<file path="config.mk">
export PLATFORM = sky130hd
export DESIGN_NAME = padd_sched
export DESIGN_NICKNAME = d
export VERILOG_FILES = /design/src/rtl/msm_pkg.sv /design/src/rtl/padd_tag_pipe.sv /design/src/rtl/padd_sched.sv
export SDC_FILE = /design/constraint.sdc
export NUM_CORES = 1
export LEC_CHECK = 0
export BUFFER_PORTS_ARGS = -buffer_cell sky130_fd_sc_hd__buf_2
export CORE_ASPECT_RATIO = 0.7
export CORE_MARGIN = 2
export CORE_UTILIZATION = 63
export DETAILED_ROUTE_END_ITERATION = 6
export PLACE_DENSITY_LB_ADDON = 0.1
export SYNTH_ARGS = -nofsm -noshare
export SYNTH_HDL_FRONTEND = slang
export SYNTH_HIERARCHICAL = 1
export SYNTH_SLANG_ARGS = --single-unit
</file>
<file path="constraint.sdc">
create_clock -name clk -period 6.2 [get_ports clk]
set_clock_uncertainty 0.15 [all_clocks]
set_input_delay 1.24 -clock clk [delete_from_list [all_inputs] [get_ports clk]]
set_output_delay 1.24 -clock clk [all_outputs]
set_load 0.005 [all_outputs]
</file>
<file path="src/rtl/msm_pkg.sv">
// Shared MSM scheduler definitions: FSM state encoding, issue source encoding,
// default parameter constants and a counter-width helper.
package msm_pkg;

  typedef enum logic [1:0] {
    ST_IDLE  = 2'd0,
    ST_RUN   = 2'd1,
    ST_DRAIN = 2'd2,
    ST_DONE  = 2'd3
  } sched_state_t;

  localparam logic SRC_PM = 1'b0;
  localparam logic SRC_RB = 1'b1;

  localparam int DEF_WIDTH_ID     = 2;
  localparam int DEF_PADD_LATENCY = 21;
  localparam int DEF_STARVE_MAX   = 4;

  // Width of a counter that must hold 0..max_val; never narrower than one bit.
  function automatic int cnt_width(input int max_val);
    int w;
    w = $clog2(max_val + 1);
    return (w < 1) ? 1 : w;
  endfunction

endpackage

</file>
<file path="src/rtl/padd_tag_pipe.sv">
// Valid/ID delay line shadowing the point-adder pipeline; a tag presented on
// the input emerges exactly PADD_LATENCY cycles later.
module padd_tag_pipe #(
  parameter int WIDTH_ID     = 2,
  parameter int PADD_LATENCY = 21
) (
  input  logic                clk,
  input  logic                rst_n,
  input  logic                in_vld,
  input  logic [WIDTH_ID-1:0] in_id,
  output logic                out_vld,
  output logic [WIDTH_ID-1:0] out_id
);

  logic [PADD_LATENCY-1:0] vld_sr;
  logic [WIDTH_ID-1:0]     id_sr [PADD_LATENCY];

  // IDs are zeroed on entry when not valid so out_id stays 0 between results.
  always_ff @(posedge clk) begin
    if (!rst_n) begin
      vld_sr <= '0;
      for (int i = 0; i < PADD_LATENCY; i++) id_sr[i] <= '0;
    end else begin
      vld_sr[0] <= in_vld;
      id_sr[0]  <= in_vld ? in_id : '0;
      for (int i = 1; i < PADD_LATENCY; i++) begin
        vld_sr[i] <= vld_sr[i-1];
        id_sr[i]  <= id_sr[i-1];
      end
    end
  end

  assign out_vld = vld_sr[PADD_LATENCY-1];
  assign out_id  = id_sr[PADD_LATENCY-1];

endmodule

</file>
<file path="src/rtl/padd_sched.sv">
// Point-adder issue scheduler: arbitrates point-memory and result-buffer
// requests into the PADD pipeline while keeping each bucket ID single-in-flight.
module padd_sched
  import msm_pkg::*;
#(
  parameter int WIDTH_ID     = DEF_WIDTH_ID,
  parameter int PADD_LATENCY = DEF_PADD_LATENCY,
  parameter int STARVE_MAX   = DEF_STARVE_MAX
) (
  input  logic                   clk,
  input  logic                   rst_n,
  input  logic                   start,
  input  logic                   flush,
  input  logic                   pm_vld,
  input  logic [WIDTH_ID-1:0]    pm_id,
  output logic                   pm_rdy,
  input  logic                   rb_vld,
  input  logic [WIDTH_ID-1:0]    rb_id,
  output logic                   rb_rdy,
  output logic                   issue_vld,
  output logic                   issue_src,
  output logic [WIDTH_ID-1:0]    issue_id,
  output logic                   out_vld,
  output logic [WIDTH_ID-1:0]    out_id,
  output logic [2**WIDTH_ID-1:0] busy_mask,
  output logic                   done
);

  localparam int NUM_ID = 2**WIDTH_ID;
  localparam int CNT_W  = cnt_width(PADD_LATENCY);
  localparam int STV_W  = cnt_width(STARVE_MAX);
  localparam logic [CNT_W-1:0] CNT_ONE   = CNT_W'(1);
  localparam logic [CNT_W-1:0] CNT_FULL  = {CNT_W{1'b1}};
  localparam logic [STV_W-1:0] STV_ONE   = STV_W'(1);
  localparam logic [STV_W-1:0] STV_LIMIT = STV_W'(STARVE_MAX);

  sched_state_t      state;
  logic [CNT_W-1:0]  inflight_cnt;
  logic [CNT_W-1:0]  inflight_nxt;
  logic [STV_W-1:0]  starve_cnt;
  logic [NUM_ID-1:0] retire_mask;
  logic [NUM_ID-1:0] issue_mask;
  logic [NUM_ID-1:0] avail_mask;
  logic              pm_window;
  logic              rb_window;
  logic              pm_elig;
  logic              rb_elig;
  logic              pm_forced;
  logic              grant_pm;
  logic              grant_rb;

  // The retiring ID is treated as free so it can be re-issued in the same cycle.
  always_comb begin
    retire_mask = '0;
    if (out_vld) retire_mask[out_id] = 1'b1;
    avail_mask = ~(busy_mask & ~retire_mask);
  end

  always_comb begin
    pm_window = (state == ST_RUN);
    rb_window = (state == ST_RUN) || (state == ST_DRAIN);
    pm_elig   = pm_window && pm_vld && avail_mask[pm_id];
    rb_elig   = rb_window && rb_vld && avail_mask[rb_id];
    pm_forced = pm_elig && (starve_cnt == STV_LIMIT);
    grant_rb  = rb_elig && !pm_forced;
    grant_pm  = pm_elig && !grant_rb;
  end

  assign pm_rdy    = grant_pm;
  assign rb_rdy    = grant_rb;
  assign issue_vld = grant_pm || grant_rb;
  assign issue_src = grant_rb ? SRC_RB : SRC_PM;
  assign issue_id  = grant_rb ? rb_id : pm_id;

  always_comb begin
    issue_mask = '0;
    if (issue_vld) issue_mask[issue_id] = 1'b1;
  end

  always_comb begin
    case ({issue_vld, out_vld})
      2'b10:   inflight_nxt = inflight_cnt + CNT_ONE;
      2'b01:   inflight_nxt = inflight_cnt - CNT_ONE;
      default: inflight_nxt = inflight_cnt;
    endcase
  end

  padd_tag_pipe #(
    .WIDTH_ID     (WIDTH_ID),
    .PADD_LATENCY (PADD_LATENCY)
  ) u_tag_pipe (
    .clk     (clk),
    .rst_n   (rst_n),
    .in_vld  (issue_vld),
    .in_id   (issue_id),
    .out_vld (out_vld),
    .out_id  (out_id)
  );

  // Set wins over clear when an ID retires and is re-issued together.
  always_ff @(posedge clk) begin
    if (!rst_n) begin
      busy_mask    <= '0;
      inflight_cnt <= '0;
      starve_cnt   <= '0;
    end else begin
      busy_mask    <= (busy_mask & ~retire_mask) | issue_mask;
      inflight_cnt <= inflight_nxt;
      if (pm_elig && grant_rb) starve_cnt <= starve_cnt + STV_ONE;
      else                     starve_cnt <= '0;
      assert (!(issue_vld && !out_vld && inflight_cnt == CNT_FULL));
      assert (!(out_vld && !issue_vld && inflight_cnt == '0));
    end
  end

  // Drain completes on the edge where the last result leaves, so done
  // follows the final out_vld by one cycle.
  always_ff @(posedge clk) begin
    if (!rst_n) begin
      state <= ST_IDLE;
      done  <= 1'b0;
    end else begin
      done <= 1'b0;
      case (state)
        ST_IDLE:  if (start) state <= ST_RUN;
        ST_RUN:   if (flush) state <= ST_DRAIN;
        ST_DRAIN: begin
          if ((inflight_nxt == '0) && !rb_vld) begin
            state <= ST_DONE;
            done  <= 1'b1;
          end
        end
        ST_DONE:  state <= ST_IDLE;
        default:  state <= ST_IDLE;
      endcase
    end
  end

endmodule

</file>
; After elaboration in Yosys (flattened, before gate mapping)
; Memories as Yosys holds them, arrays and structs flattened.
; Cells that the tools add are included.
[totals]
wordCells = 113
ff_bits = 36
input_bits = 10
out_inout_bits = 14
memories = 1
ram_bits = 42
[op_classes]
magnitude_cmp = 6
reduce_logical = 21
eq_ne = 9
add_sub_neg = 3
n_mux = 42
n_bitwise = 25
[memory_table]
columns = memory, depth, word_bits, read_ports, rd_ports_with_merged_regs, write_ports, line_no
row1 = u_tag_pipe.id_sr, 21, 2, 21, 0, 21, padd_tag_pipe.sv:16  ; logic [WIDTH_ID-1:0] id_sr [PADD_LATENCY];
[op_table]
columns = op, n
row1 = two-way mux 2 bit, 26
row2 = OR 1 bit, 21
row3 = < comparator 2 x 3 -> 1 bit (second input constant), 4
row4 = logical AND 1 bit, 11
row5 = one-hot mux 5 bit (2 select lines), 1
row6 = two-way mux 1 bit, 8
row7 = two-way mux 4 bit, 2
row8 = NOT 4 bit, 2
row9 = one-hot mux 2 bit (4 select lines), 1
row10 = equality test 2 bit (second input constant), 3
row11 = adder 5 x 1 -> 5 bit (second input constant), 1
row12 = zero test 5 bit, 1
row13 = subtractor 5 x 1 -> 5 bit (second input constant), 1
row14 = bitwise AND 4 bit, 1
row15 = binary-select mux 1 bit (select 2 bit), 2
row16 = demux 1 bit (select 2 bit), 2
row17 = equality test 2 x 1 -> 1 bit (second input constant), 2
row18 = greater-or-equal comparator 2 x 1 -> 1 bit (second input constant), 2
row19 = != test 2 bit (second input constant), 2
row20 = OR 4 bit, 1
row21 = AND reduction 2 bit, 2
row22 = adder 3 x 1 -> 3 bit (second input constant), 1
row23 = equality test 3 bit (second input constant), 1
row24 = zero test 1 bit, 3
row25 = 4 further kinds, 5

; Logic depth before layout (Yosys ltp)
; Gate-level depths: netlist (run 1).
[logic_depth]
depth_word = 23
depth_mapped = 15
depth_no_buf = 15

; Modules after synthesis
; Netlist (run 1), hierarchy kept.
[by_module_without_submodules]
columns = mod, n_inst, cells_per_inst, seq_area_each_um2, area_each_um2
row1 = padd_tag_pipe, 1, 134, 1261.2, 1779.2
row2 = padd_sched, 1, 145, 300.3, 1198.6

; Least setup slack after synthesis (run 1)
; OpenSTA, ideal clock, no wires.
[synth_path]
kind = input -> register
startpoint = input port rb_id[1]
endpoint = register state[1]
required_ns = 5.978
path_stages = 14
setup_slack_ns = 1.873
t_arrival_ns = 4.105
setup_ns = 0.072
n_path_buf = 1
path_cell_list = clkbuf_1 -> xnor2_1 -> a211oi_1 -> nor3_2 -> nor2_1 -> ha_1 -> inv_1 -> fa_1 -> nand3b_1 -> a21o_1 -> and4bb_1 -> nand4_1 -> a222oi_1 -> mux2i_1
[synth_between]
elab_chain_cells = 13
word_cells_on_any_way = 14
cone_classes = eq/ne (3) / mux (3) / reduce/logical (8)
[synth_lines]
columns = element, line_no
row1 = "start, declared", padd_sched.sv:18  ; input logic [WIDTH_ID-1:0] rb_id,
row2 = binary-select mux 1 bit (select 2 bit) *, padd_sched.sv:63  ; rb_elig = rb_window && rb_vld && avail_mask[rb_id];
row3 = two-way mux 1 bit (not written as such) *, padd_sched.sv:63
row4 = logical AND 1 bit *, padd_sched.sv:63
row5 = logical AND 1 bit *, padd_sched.sv:65  ; grant_rb = rb_elig && !pm_forced;
row6 = zero test 1 bit, padd_sched.sv:66  ; grant_pm = pm_elig && !grant_rb;
row7 = logical AND 1 bit, padd_sched.sv:66
row8 = logical OR 1 bit *, padd_sched.sv:71  ; assign issue_vld = grant_pm || grant_rb;
row9 = equality test 2 x 1 -> 1 bit / equality test 2 bit (equally long branches), padd_sched.sv:81  ; case ({issue_vld, out_vld})
row10 = one-hot mux 5 bit (2 select lines) *, padd_sched.sv:81
row11 = zero test 5 bit *, padd_sched.sv:128  ; if ((inflight_nxt == '0) && !rb_vld) begin
row12 = logical AND 1 bit *, padd_sched.sv:128
row13 = != test 2 x 1 -> 1 bit (no source line) *, -
row14 = AND reduction 3 bit (no source line) *, -
row15 = "end signal, assigned", padd_sched.sv:126  ; ST_RUN: if (flush) state <= ST_DRAIN;
row16 = "end signal, assigned", padd_sched.sv:129  ; state <= ST_DONE;
row17 = "end signal, assigned", padd_sched.sv:133  ; ST_DONE: state <= ST_IDLE;
row18 = "end, declared", padd_sched.sv:37  ; sched_state_t state;
; Every way passes the cells marked *; elsewhere a longest branch is shown, timed or not. The select of a mux whose other input is x is not followed.
; A chain may end at the register's enable or synchronous reset.

; Final worst setup path (run 1)
[layout_path]
startpoint = input port pm_id[0]
endpoint = register state[1]
[layout_between]
elab_chain_cells = 15
word_cells_on_any_way = 16
cone_classes = eq/ne (3) / mux (3) / reduce/logical (10)
[layout_lines]
columns = element, line_no
row1 = "start, declared", padd_sched.sv:15  ; input logic [WIDTH_ID-1:0] pm_id,
row2 = binary-select mux 1 bit (select 2 bit) *, padd_sched.sv:62  ; pm_elig = pm_window && pm_vld && avail_mask[pm_id];
row3 = two-way mux 1 bit (not written as such) *, padd_sched.sv:62
row4 = logical AND 1 bit *, padd_sched.sv:62
row5 = logical AND 1 bit, padd_sched.sv:64  ; pm_forced = pm_elig && (starve_cnt == STV_LIMIT);
row6 = zero test 1 bit, padd_sched.sv:65
row7 = logical AND 1 bit, padd_sched.sv:65
row8 = zero test 1 bit, padd_sched.sv:66
row9 = logical AND 1 bit, padd_sched.sv:66
row10 = logical OR 1 bit *, padd_sched.sv:71
row11 = equality test 2 x 1 -> 1 bit / equality test 2 bit (equally long branches), padd_sched.sv:81
row12 = one-hot mux 5 bit (2 select lines) *, padd_sched.sv:81
row13 = zero test 5 bit *, padd_sched.sv:128
row14 = logical AND 1 bit *, padd_sched.sv:128
row15 = != test 2 x 1 -> 1 bit (no source line) *, -
row16 = AND reduction 3 bit (no source line) *, -
; Marked as above.

==> results of run 1 <==
## registers in the layout, summed over array words and instances (netlist names)
name               count
u_tag_pipe/vld_sr     21
u_tag_pipe/id_sr      42
starve_cnt             3
state                  2
busy_mask              4
inflight_cnt           5
done                   1
## worst min path at each step
stage | endpoint | slack (ns) | depth (start not counted)
after floorplan | starve_cnt[0] | 0.27 | 1
after global placement | u_tag_pipe/id_sr[0][6] | 0.28 | 1
after detailed placement | u_tag_pipe/id_sr[0][40] | 0.28 | 1
after CTS | u_tag_pipe/id_sr[0][2] | 0.30 | 1
after global routing | u_tag_pipe/id_sr[0][22] | 0.31 | 1
final | u_tag_pipe/vld_sr[11] | 0.30 | 1
## critical path: stages
cell,delay [ns]
buf_2,0.15
mux4_2,0.50
or2_4,0.25
nand3_1,0.15
nor2_1,0.09
ha_1,0.32
ha_1,0.36
nor2b_1,0.16
o21a_1,0.20
o311ai_1,0.35
nand4_1,0.15
a222oi_1,0.43
mux2i_1,0.22
## cell type report
class	instances	area, µm²
repair buffers	23	115
clock inverters	4	95.1
clock buffers	11	141
flip-flops and latches	78	1560
fillers	317	1100
well taps	55	68.8
inverters	17	63.8
multi-input cells	171	1280
## logic make-up (layout without fill, tap and decap cells)
logic type	count (synthesis)	in the layout	synth area share (%)
compound gates	29	29	7.23
xor+xnor	5	5	1.47
fa+ha+maj	10	10	4.45
buf+inv	30	55	4.45
flops	78	78	52.4
mux	9	9	3.61
simple gates	118	118	26.3
## power groups by stage
stage / sequential (mW) / clock, mW / combinational [mW]
6_report: 0.546 / 0.440 / 0.218
5_1_grt: 0.549 / 0.469 / 0.243
4_1_cts: 0.546 / 0.449 / 0.217
3_5_place_dp: 0.557 / 0 / 0.213
3_3_place_gp: 0.557 / 0 / 0.210
2_1_floorplan: 0.552 / 0 / 0.162
## layout by cell type, fill, tap and decap left out, drive strengths merged, types with 2 or more instances in the layout
cell / count
a211oi: 3
a21oi: 4
a31oi: 2
a32o: 2
and2: 65
and3: 2
buf: 23
bufinv: 3
clkbuf: 11
clkinv: 2
dfxtp: 78
ha: 9
inv: 16
mux2i: 7
nand2: 11
nand2b: 4
nand3: 7
nand3b: 2
nor2: 12
nor2b: 2
nor3: 2
nor3b: 3
o2111ai: 2
o211ai: 3
o21a: 2
o21ai: 6
xnor2: 3
xor2: 2
## layer usage
| layer | vias up | track usage, % | wire length, µm |
|---|---|---|---|
| li1 | 960 | - | - |
| met1 | 865 | 27.4 | 2480 |
| met2 | 51 | 34.1 | 2250 |
| met3 | 6 | 6.03 | 300 |
| met4 | 0 | 9.60 | 43 |
| met5 | - | 0 | 0 |
==> results.toml, run 1 <==
[status]
outcome = "finished, final reports clean"

[place]
place_ws_ns = 1.45
dp_hpwl_um = 3180
gp_congestion = 0.883
io_buffers = 23
dp.cells = 344
placed_area_um2 = 3090

[clock_network]
cts.sinks = 78
h-tree-depth = 3
post_cts_buffers = 0
cts_resized = 0
cts_buffers = 9
clk_latency_ns = 0.34
clk_pin_slew_ns = 0.07
root_buffer = "clkbuf_8"
hold_buffers = 0
clock_path_buffers = 2
cts_tree = "done"

[job]
cap_violations = 0

[die]
fp.dieW_um = 86.2
die_area_um2 = 5300
core_um2 = 4430
initial_core_util_pct = 67.2
fp.dieH_um = 61.5
num_rows = 20
num_io_pins = 24

[cells_and_area]
syn_to_final_growth_pct = 11.8
n_antenna_cell = 0
instances_no_fill = 359
final_cell_area_um2 = 3330
nNetsFinal = 320
drive_gt1_share_pct = 35.5
post-route-util_pct = 75.2

[power_and_ir_drop]
irDropWorstVdd_mv = 0.255
p_leak_nw = 1.44
swShare_pct = 25.4
powerDensity_nw_per_um2 = 362
seq_power_share_pct = 45.3
internal_power_mw = 0.897
power.total_mw = 1.20
pwr-share-clk_pct = 36.5
switchingPower_mw = 0.306
pwr-share-comb_pct = 18.1

[setup_path]
path_max_fanout = 8
crit_type = "primary input to register"
r2r_cells = 15
reg2reg_from = "state[1]"
endpoint_kind = "register"
r2r_end = "state[1]"
worstPathArrival_ns = 4.59
startpoint = "pm_id[0]"
ff2ff_setup_slack_ns = 2.25
critPathLaunchType = "primary input"
crit_required_ns = 6.32
endpoint = "state[1]"

[logic_synthesis]
yosysSeqAreaShare_pct = 52.4
synth_area_per_cell_um2 = 10.7
synth_top_cells_by_count = "dfxtp_1 (78), and2_2 (61), inv_1 (14)"
synthArstFlopShare_pct = 0
synth_ff_type = "dfxtp_1"
synth_cell_types = 52
synth_top_area_share_pct = 52.4
synth-edff-count = 0
synth.largest_area_cell = "dfxtp_1"
synth_warnings = 6
postSynthCellCount = 279
ys_ff_latch = 78
synth.area.top_cells = "dfxtp_1 (52%), and2_2 (15%), ha_1 (3.8%)"
yosysMostFrequentCell = "dfxtp_1"
syn_nets = 299
syn-cell-area_um2 = 2980

[min_path]
hp-class = "register to register"
holdCritStartpoint = "u_tag_pipe/vld_sr[10]"

[sta]
whs_ns = 0.298
rsz0062_at_grt = "false"
drv_slew = 0
slew-limit-headroom_pct = 40.2
setup_tns_ns = 0
tightest_slew_ns = 0.896
period_needed_ns = 4.46
fin_ws_ns = 1.74
period_share_pct = 71.9
hold_viol = 0
final-setup-viol-count = 0
max_freq_mhz = 224

[global_routing]
grt_start_max_net_pins = 76
globalRouteOverflowTotal = 0
grt_pass1_wl_um = 8310
grt_use_total_pct = 21.2
grt_pass1_vias = 1791
antenna_found_initial = 0

[routing]
vias_per_cell = 5.24
ant_nets = 0
drt_wl_total_um = 5070
vias = 1882
dr.pass1.iters = 4
wl_per_cell_um = 14.1
drtIter0Drc = 97
drc = 0
Note: power is estimated with default switching activity, not from simulation.
==> run 2, diff against run 1 <==
--- a/config.mk
+++ b/config.mk
@@ -5,10 +5,11 @@
 export SDC_FILE = /design/constraint.sdc
 export NUM_CORES = 1
 export LEC_CHECK = 0
+export ABC_AREA = 1
 export BUFFER_PORTS_ARGS = -buffer_cell sky130_fd_sc_hd__buf_2
 export CORE_ASPECT_RATIO = 0.7
 export CORE_MARGIN = 2
-export CORE_UTILIZATION = 63
+export CORE_UTILIZATION = 52
 export DETAILED_ROUTE_END_ITERATION = 6
 export PLACE_DENSITY_LB_ADDON = 0.1
 export SYNTH_ARGS = -nofsm -noshare
==> constraint.sdc (replaced) <==
create_clock -name clk -period 3.65 [get_ports clk]
set_clock_uncertainty 0.15 [all_clocks]
set_input_delay 0.73 -clock clk [delete_from_list [all_inputs] [get_ports clk]]
set_output_delay 0.73 -clock clk [all_outputs]
set_load 0.005 [all_outputs]
==> run 2 against run 1 <==
Effect of this change:
- critical endpoint unchanged
- die area increased by 19%
- power increased by 67%
- sequential share of layout area increased by 0.79 points
- global-route usage decreased by 4.3 points
- non-clock buffer count increased by 1
- combinational power increased by 46%
- cell area decreased by 1.7%
- highest routed layer unchanged
- clock-buffer cell count decreased by 1
- largest cell class unchanged
==> results.toml, run 2 <==
[global_routing]
antenna_found_initial = 0
grt_pass1_vias = 1760
grt_use_total_pct = 16.9
grt_start_max_net_pins = 53
grt_pass1_wl_um = 7890
globalRouteOverflowTotal = 0

[status]
outcome = "finished, final reports clean"

[setup_path]
worstPathArrival_ns = 3.25
path_max_fanout = 7
max_stage_delay_ns = 0.38
reg2reg_from = "state[1]"
crit_required_ns = 3.75
ff2ff_setup_slack_ns = 0.49
path_cells = "inv_1, ha_1, nand2_1, nor2_4, inv_1, nand2_2, inv_1, ha_1, ha_1, a21oi_1, nand2_1, nand2_1, nand3_1, o21ai_1, nand2_1, o21ai_2, nand3b_1, nand2_1, nor2_1"
r2r_cells = 19
r2r_end = "state[1]"
path_depth = 19
crit_type = "register to register"
crit_buf_inv = 3
cp_top_family = "simple AND/OR/NAND/NOR gates"
endpoint = "state[1]"
endpoint_kind = "register"
startpoint = "state[1]"
cpMaxStageDelayCell = "dfxtp_1"
cp_common_cell = "nand2_1"
critPathLaunchType = "register"

[cells_and_area]
mostFrequentLayoutCells = "nand2_1 (87), inv_1 (81), dfxtp_1 (78)"
nNetsFinal = 399
n_antenna_cell = 0
syn_to_final_growth_pct = 11.0
final_cell_area_um2 = 3270
reg_top3 = "u_tag_pipe/id_sr: 42 flops, u_tag_pipe/vld_sr: 21 flops, inflight_cnt: 5 flops"
largest_reg_flops = 42
nFillCells = 505
instances_no_fill = 455
post-route-util_pct = 61.0
top_register = "u_tag_pipe/id_sr"
final_common_cell = "nand2_1"
drive_gt1_share_pct = 19.1

[clock_network]
clock_path_buffers = 2
clk_pin_slew_ns = 0.08
post_cts_buffers = 0
clk_latency_ns = 0.35
cts.sinks = 78
root_buffer = "clkbuf_8"
h-tree-depth = 3
hold_buffers = 0
cts_tree = "done"
cts_resized = 0
cts_buffers = 9

[logic_synthesis]
ys_ff_latch = 78
synth_top_area_share_pct = 52.9
synth_cell_types = 27
synthArstFlopShare_pct = 0
yosysMostFrequentCell = "nand2_1"
synth.area.top_cells = "dfxtp_1 (53%), nand2_1 (11%), inv_1 (10%)"
synth_warnings = 6
synth_ff_type = "dfxtp_1"
yosysSeqAreaShare_pct = 52.9
syn-cell-area_um2 = 2950
synth_top_cells_by_count = "nand2_1 (87), inv_1 (81), dfxtp_1 (78)"
syn_nets = 375
synth_area_per_cell_um2 = 8.31
synth-edff-count = 0
synth.largest_area_cell = "dfxtp_1"
postSynthCellCount = 355

[power_and_ir_drop]
irDropWorstVdd_mv = 0.389
switchingPower_mw = 0.526
p_leak_nw = 1.91
swShare_pct = 26.2
pwr-share-clk_pct = 38.3
power.total_mw = 2.01
pwr-share-comb_pct = 15.9
internal_power_mw = 1.48
seq_power_share_pct = 45.8
powerDensity_nw_per_um2 = 613

[routing]
vias_per_cell = 4.28
wl_met2_um = 1890
ant_nets = 0
dr.pass1.iters = 4
vias = 1947
drt_wl_total_um = 4580
drc = 0
top_layer = "met4"
wl_met3_um = 271
wl_per_cell_um = 10.1
wl_met1_um = 2340
drtIter0Drc = 72

[sta]
setup_tns_ns = 0
tightest_slew_ns = 0.522
final-setup-viol-count = 0
rsz0062_at_grt = "false"
slew-limit-headroom_pct = 65.2
period_share_pct = 86.5
period_needed_ns = 3.16
hold_viol = 0
drv_slew = 0
max_freq_mhz = 317
fin_ws_ns = 0.494
whs_ns = 0.260

[place]
io_buffers = 23
place_ws_ns = 0.282
dp_hpwl_um = 3140
placed_area_um2 = 3030
dp.cells = 440
gp_congestion = 0.892

[die]
core_um2 = 5370
fp.dieH_um = 67.0
die_area_um2 = 6300
num_rows = 22
fp.dieW_um = 94.0
initial_core_util_pct = 54.9
num_io_pins = 24

[min_path]
hp-class = "register to register"

[job]
cap_violations = 0
[run 2: power by group through the flow]
stage / logic [mW] / registers, mW / clock network [mW]
2_1_floorplan: 0.247 / 0.933 / 0
3_3_place_gp: 0.323 / 0.937 / 0
3_5_place_dp: 0.317 / 0.938 / 0
4_1_cts: 0.319 / 0.919 / 0.793
5_1_grt: 0.371 / 0.923 / 0.833
6_report: 0.319 / 0.919 / 0.769
[run 2: how the worst min path moves through the flow]
stage	startpoint	to	slack, ns	cells past startpoint
finish	u_tag_pipe/id_sr[0][20]	u_tag_pipe/id_sr[0][22]	0.26	2
global route	u_tag_pipe/id_sr[0][27]	u_tag_pipe/id_sr[0][29]	0.28	2
CTS	u_tag_pipe/id_sr[0][20]	u_tag_pipe/id_sr[0][22]	0.26	2
detailed placement	u_tag_pipe/id_sr[0][20]	u_tag_pipe/id_sr[0][22]	0.25	2
global placement	u_tag_pipe/id_sr[0][21]	u_tag_pipe/id_sr[0][23]	0.24	2
floorplan	u_tag_pipe/id_sr[0][8]	u_tag_pipe/id_sr[0][10]	0.24	2
[run 2: worst min-delay path, delay by kind of cell, from the launching register on]
kind | cells | cell delay, ns
and+or+nand+nor | 1 | 0.04
DFF | 1 | 0.31
buffers and inverters | 1 | 0.04
[run 2: cell type report]
cell class                 count  area, µm²  share of cell area [%]
clock buffer                  10        138                    4.20
clock inverter                 5        108                    3.29
inverter                      93        350                    10.7
multi-input combinational    173        905                    27.6
sequential                    78       1560                    47.7
tap                           72       90.1                    2.75
timing repair buffer          24        123                    3.74
[run 2: layer usage]
metal | track usage (%) | vias to the layer above
li1 | - | 1068
met1 | 21.8 | 848
met2 | 24.5 | 23
met3 | 7.81 | 8
met4 | 7.07 | 0
met5 | 0 | -
[run 2: cell families (layout without fill, tap and decap cells)]
group	count (synthesis)	in the layout	share of synthesized area, %
xor gates and xnor gates	4	4	1.19
AOI/OAI and AO/OA	16	16	2.93
adders and majority gates	10	10	4.50
and+or+nand+nor	143	143	22.1
DFF	78	78	52.9
buffers and inverters	104	132	16.4
